--- src/rtl/cfg_loader_pkg.sv ---
// Shared types and default sizing for the configuration stream loader.
// Holds the loader state enum, default parameters and a counter-width helper.
package cfg_loader_pkg;

    localparam int DEF_WORD_W        = 32;
    localparam int DEF_FRAME_W       = 320;
    localparam int DEF_NUM_FRAMES    = 172;
    localparam int DEF_SETTLE_CYCLES = 10;

    typedef enum logic [2:0] {
        S_IDLE,
        S_FILL,
        S_APPLY,
        S_ADVANCE,
        S_SETTLE,
        S_DONE
    } state_t;

    // Width able to hold 0..range-1, never narrower than one bit.
    function automatic int cnt_w(input int range);
        return (range > 1) ? $clog2(range) : 1;
    endfunction

endpackage

--- src/rtl/cfg_frame_asm.sv ---
// Assembles stream words into one frame-wide shadow register.
// Ports: clock, rst (async low), clr, accept, word -> shadow, frame_full.
module cfg_frame_asm
    import cfg_loader_pkg::*;
#(
    parameter int WORD_W  = DEF_WORD_W,
    parameter int FRAME_W = DEF_FRAME_W
) (
    input  logic               clock,
    input  logic               rst,
    input  logic               clr,
    input  logic               accept,
    input  logic [WORD_W-1:0]  word,
    output logic [FRAME_W-1:0] shadow,
    output logic               frame_full
);

    localparam int WORDS = FRAME_W / WORD_W;
    localparam int CW    = cnt_w(WORDS);

    if ((FRAME_W % WORD_W) != 0 || WORDS < 1) begin : g_bad_w
        $error("FRAME_W must be a positive multiple of WORD_W");
    end

    logic [CW-1:0]      word_cnt_q, word_cnt_d;
    logic [FRAME_W-1:0] shadow_q, shadow_d;
    logic               last_w;

    assign last_w = (word_cnt_q == CW'(WORDS - 1));

    always_comb begin
        shadow_d   = shadow_q;
        word_cnt_d = word_cnt_q;
        if (clr) begin
            word_cnt_d = '0;
        end else if (accept) begin
            // Word k lands at slice k; word 0 is least significant.
            for (int k = 0; k < WORDS; k++) begin
                if (word_cnt_q == CW'(k))
                    shadow_d[k*WORD_W +: WORD_W] = word;
            end
            word_cnt_d = last_w ? '0 : word_cnt_q + CW'(1);
        end
    end

    always_ff @(posedge clock or negedge rst) begin
        if (!rst) begin
            shadow_q   <= '0;
            word_cnt_q <= '0;
        end else begin
            shadow_q   <= shadow_d;
            word_cnt_q <= word_cnt_d;
        end
    end

    assign shadow     = shadow_q;
    assign frame_full = accept & last_w & ~clr;

endmodule

--- src/rtl/cfg_stream_loader.sv ---
// Streams a bitstream into the fabric frame by frame, then enables it.
// Ports: cfg_data/valid/ready in, configs_in/en, ff_en, rdy, busy out.
module cfg_stream_loader
    import cfg_loader_pkg::*;
#(
    parameter int WORD_W        = DEF_WORD_W,
    parameter int FRAME_W       = DEF_FRAME_W,
    parameter int NUM_FRAMES    = DEF_NUM_FRAMES,
    parameter int SETTLE_CYCLES = DEF_SETTLE_CYCLES
) (
    input  logic                  clock,
    input  logic                  rst,
    input  logic                  start,
    input  logic [WORD_W-1:0]     cfg_data,
    input  logic                  cfg_valid,
    output logic                  cfg_ready,
    output logic [FRAME_W-1:0]    configs_in,
    output logic [NUM_FRAMES-1:0] configs_en,
    output logic                  ff_en,
    output logic                  rdy,
    output logic                  busy
);

    // frame_cnt reaches NUM_FRAMES after the final advance.
    localparam int FCW = cnt_w(NUM_FRAMES + 1);
    localparam int SCW = cnt_w(SETTLE_CYCLES);

    if (NUM_FRAMES < 1 || SETTLE_CYCLES < 1) begin : g_bad_p
        $error("NUM_FRAMES and SETTLE_CYCLES must be at least 1");
    end

    state_t                state_q;
    logic [FCW-1:0]        frame_cnt_q;
    logic [SCW-1:0]        settle_cnt_q;
    logic [FRAME_W-1:0]    configs_in_q;
    logic [NUM_FRAMES-1:0] configs_en_q;
    logic                  ff_en_q, rdy_q;
    logic                  cfg_ready_q, busy_q;

    logic                  restart, accept, frame_full;
    logic [FRAME_W-1:0]    shadow;

    assign restart = start &
                     ((state_q == S_IDLE) || (state_q == S_DONE));
    assign accept  = cfg_valid & cfg_ready_q;

    cfg_frame_asm #(
        .WORD_W  (WORD_W),
        .FRAME_W (FRAME_W)
    ) u_asm (
        .clock      (clock),
        .rst        (rst),
        .clr        (restart),
        .accept     (accept),
        .word       (cfg_data),
        .shadow     (shadow),
        .frame_full (frame_full)
    );

    always_ff @(posedge clock or negedge rst) begin
        if (!rst) begin
            state_q      <= S_IDLE;
            frame_cnt_q  <= '0;
            settle_cnt_q <= '0;
            configs_in_q <= '0;
            configs_en_q <= NUM_FRAMES'(1);
            ff_en_q      <= 1'b0;
            rdy_q        <= 1'b0;
            cfg_ready_q  <= 1'b0;
            busy_q       <= 1'b0;
        end else begin
            unique case (state_q)
                S_IDLE, S_DONE: begin
                    if (start) begin
                        state_q      <= S_FILL;
                        frame_cnt_q  <= '0;
                        settle_cnt_q <= '0;
                        configs_en_q <= NUM_FRAMES'(1);
                        ff_en_q      <= 1'b0;
                        rdy_q        <= 1'b0;
                        cfg_ready_q  <= 1'b1;
                        busy_q       <= 1'b1;
                    end
                end
                S_FILL: begin
                    if (frame_full) begin
                        state_q     <= S_APPLY;
                        cfg_ready_q <= 1'b0;
                    end
                end
                S_APPLY: begin
                    configs_in_q <= shadow;
                    state_q      <= S_ADVANCE;
                end
                S_ADVANCE: begin
                    configs_en_q <= configs_en_q << 1;
                    frame_cnt_q  <= frame_cnt_q + FCW'(1);
                    if (frame_cnt_q == FCW'(NUM_FRAMES - 1)) begin
                        state_q      <= S_SETTLE;
                        settle_cnt_q <= '0;
                    end else begin
                        state_q     <= S_FILL;
                        cfg_ready_q <= 1'b1;
                    end
                end
                S_SETTLE: begin
                    // ff_en already up means this is the extra rdy cycle.
                    if (ff_en_q) begin
                        rdy_q   <= 1'b1;
                        busy_q  <= 1'b0;
                        state_q <= S_DONE;
                    end else if (settle_cnt_q == SCW'(SETTLE_CYCLES - 1)) begin
                        ff_en_q <= 1'b1;
                    end else begin
                        settle_cnt_q <= settle_cnt_q + SCW'(1);
                    end
                end
                default: state_q <= S_IDLE;
            endcase
        end
    end

    assign cfg_ready  = cfg_ready_q;
    assign configs_in = configs_in_q;
    assign configs_en = configs_en_q;
    assign ff_en      = ff_en_q;
    assign rdy        = rdy_q;
    assign busy       = busy_q;

endmodule

--- config.mk ---
export PLATFORM = sky130hd
export DESIGN_NAME = cfg_stream_loader
export DESIGN_NICKNAME = d
export VERILOG_FILES = /design/src/rtl/cfg_loader_pkg.sv /design/src/rtl/cfg_frame_asm.sv /design/src/rtl/cfg_stream_loader.sv
export SDC_FILE = /design/constraint.sdc
export NUM_CORES = 1
export LEC_CHECK = 0
export CORE_ASPECT_RATIO = 0.6
export CORE_MARGIN = 8
export CORE_UTILIZATION = 45
export CTS_CLUSTER_DIAMETER = 60
export DETAILED_ROUTE_END_ITERATION = 7
export PLACE_DENSITY = 0.75
export SETUP_SLACK_MARGIN = 0.5
export SYNTH_ARGS = -nofsm -noshare
export SYNTH_HDL_FRONTEND = slang
export SYNTH_SLANG_ARGS = --single-unit
--- constraint.sdc ---
create_clock -name clock -period 2.84 [get_ports clock]
set_clock_uncertainty 0.1 [all_clocks]
set_input_delay 0.568 -clock clock [delete_from_list [all_inputs] [get_ports clock]]
set_output_delay 0.568 -clock clock [all_outputs]
set_load 0.05 [all_outputs]
==> impl_results.md <==
- Dpl cell area: 38,400 um2
- Fmax achieved: 436.5 MHz
- DR iter-0 viols: 1,338
- All-Layer GR Usage: 20.86%
- Worst-Margin Slew: 0.9595 ns
- PwrDens: ~1000 nW/um2
- Die Y: 221.6 um
- CTS buffer count: 77
- Layout cells sized above 1: between 20% and 30%
- Syn Std Cell Area: 31,700 um2
- Final hold vios: 0
- Yosys top cell by area: dfrtp_1
- Synth top area share: 65.83%
- Count of cell types in the netlist: 44
- Crit path max-delay cell type: dlygate4sd2_1
- Worst-path clk slew: 0.06 ns
- TritonCTS clock tree: built
- Drt total wl: 85,120 um
- P&R area growth vs syn: 27.88%
- LEAKAGE: 20.85 nW
- Critical Path RT: about 2.2 ns
- Worst-case vdd ir drop: 0.7166 mV
- Ys flop type: dfrtp_1
- Placer Congestion: 0.8160
- Synth area leaders: dfrtp_1 (66%), mux2_2 (22%), nand2_1 (4.3%), o21ai_0 (2.8%), mux2_1 (1.2%)
- Status: complete, no violations
- Final Cell Area: 40,540 um2
- Ys async rst share: 100.0%
- Yosys Warn Count: 0
- Final Hold Slack: ~0.34 ns
- CP arrival: 1.62 ns
- FP Rows: 75
- CP Max Fanout: 3
- Nets@finish: about 2,800
- Final period utilization: 80.67%
- Slew headroom: 36.04%
- Syn_nets: between 2,000 and 2,500
- Slack of the critical path: 0.5490 ns
- Worst Setup Path Type: register to output pin
- # Max-Cap Violations: 0
- Dpl ws: -0.01615 ns
- Core area: between 60,000 and 70,000 um2
- Clock Tree Buf Depth: 3
- Largest net degree at the start of global routing: 176
- # setup viols final: 0
- Fin. max-slew vios: 0
- Die Wd: 358.7 um
- Post-synth EDFFs: 0
- WP buf/inv: 1
- Dpl hpwl: between 50,000 and 60,000 um
- CP Capture Type: output pin
- Root buffer cell: clkbuf_16
- Antenna violations before repair: 5
- Cell Chain, Critical Path: dlygate4sd2_1
- CTS Sinks: 835
- Initial core utilization: approximately 45%
- Number of global-route vias before repair: 21,170
- Fillers: 5,531
- Mean post-synth cell area: 13.95 um2
- Drt drc: 0
- Crit path max-delay family: buffers and inverters
- Routed WL per cell: 22.51 um
- Vias: 20,090
- Final Critical Period: between 2 and 2.5 ns
- Die ar.: between 70,000 and 80,000 um2
- Post-Synthesis Cells: 2,272
- Crit start category: register
- DRT Pass-1 Iters: 5
- Most frequent cells after synthesis: dfrtp_1 (834), mux2_2 (606), nand2_1 (359)
- Routed Antenna Nets: 0
- R2r setup slk: between 0.5 and 0.6 ns
- Sequential area share after synthesis: 65.92%
- Most common cell in the netlist: dfrtp_1
- CTS H-tree lvls: 3
- Vias per cell: 5.314
- Worst min path class: input port to asynchronous set/reset pin
- Clk Latency, worst-skew pair: 0.62 ns
- Ports: 532
- Largest stage delay on the critical path: 0.61 ns
- Total grt overflow: 0
- I/O Buffers: 531
- Power, Total: 0.04129 W
- RSZ-0062 raised after global routing: false
- Seq cells post-synth: 835
- Global-route wire length before repair: between 100,000 and 150,000 um
==> cell type report <==
class	count	area [um2]	area share [%]
flip-flops and latches	835	20900	51.56
multi-input cells	1269	10150	25.03
repair buffers	607	5717	14.10
clock buffers	116	2306	5.688
well taps	924	1156	2.852
clock inverters	24	292.8	0.7222
inverters	4	15.01	0.03704
diodes	2	5.005	0.01235
==> per-stage QoR <==
stage	std cells	util, %	TNS (ns)
final	3781	58.06	0
after global routing	3781	58.06	0
after CTS	3774	57.90	0
after detailed placement	3632	55.00	-0.05166
after global placement	3632	55.00	0
after floorplan	2272	-	0
==> power by group <==
group | switching (W) | total [W] | leakage (nW) | internal (W)
Sequential | 0.00231 | 0.0179 | 11.0 | 0.0156
Combinational | 0.00851 | 0.0128 | 8.53 | 0.00429
Clock | 0.00450 | 0.0106 | 1.28 | 0.00610
Total | 0.0153 | 0.0413 | 20.8 | 0.0260
==> final timing paths <==
check	start	endpoint	depth (start not counted)
max	configs_en[58]$_DFFE_PN0P_	configs_en[58]	1
min	rst	configs_in[23]$_DFFE_PN0P_	2
max reg2reg	state_q[2]$_DFFE_PN0P_	u_asm.shadow[113]$_DFFE_PN0P_	6
min reg2reg	u_asm.shadow[111]$_DFFE_PN0P_	u_asm.shadow[111]$_DFFE_PN0P_	1
max in group asynchronous	rst	configs_in[9]$_DFFE_PN0P_	4
min in group clock	u_asm.shadow[111]$_DFFE_PN0P_	u_asm.shadow[111]$_DFFE_PN0P_	1
==> cell families after synthesis <==
logic type / synth area share (%)
buffers and inverters: 2.226
AO/OA/AOI/OAI: 3.252
XOR/XNOR: 0.05527
multiplexers: 22.90
flip-flops: 65.92
adder cells (fa/ha/maj): 0.1500
AND/OR/NAND/NOR: 5.506
==> placed cells by master, fill, tap and decap left out, types with 3 or more instances in the layout <==
cell type        count
clkdlybuf4s15_1      8
mux2i_1              4
bufinv_16            5
nand3b_1             3
clkinv_2            12
inv_1                4
inv_6                3
clkinv_8             3
dlygate4sd2_1      485
dfrtp_1            831
buf_4               41
dfrtp_2              3
a21oi_1              9
nor2_1              16
mux2_1              35
clkdlybuf4s50_1     34
nand2b_1             6
clkbuf_8            19
clkbuf_1            18
mux2_2             606
clkbuf_16           81
ha_1                 3
o21ai_0            177
nand3_1              5
buf_12              28
a31oi_1              4
nand2_1            358
nor3_1               4
==> metal layers <==
metal	part of all wire (%)	GRT usage, %
met2	47	33.11
met3	5.6	4.828
met4	2.3	5.427
met5	0	0
met1	45	28.93
==> registers in the layout, summed over array words and instances, names as in the netlist <==
signal and flops:
state_q 3, u_asm.shadow 320, ff_en 1, frame_cnt_q 8
configs_in 320, settle_cnt_q 4, u_asm.word_cnt_q 4, configs_en 172
cfg_ready 1, busy 1, rdy 1
==> what timing repair did <==
action                                  in CTS  in global routing
hold buffers                                 1                  0
buffers inserted                             1                  3
gates resized for setup                    505                 16
gates cloned                                 0                  2
pin swaps                                    2                  1
endpoints found under the setup margin     556                434
hold endpoints to repair                    43                  0
Power figures use the tool's default switching activity.
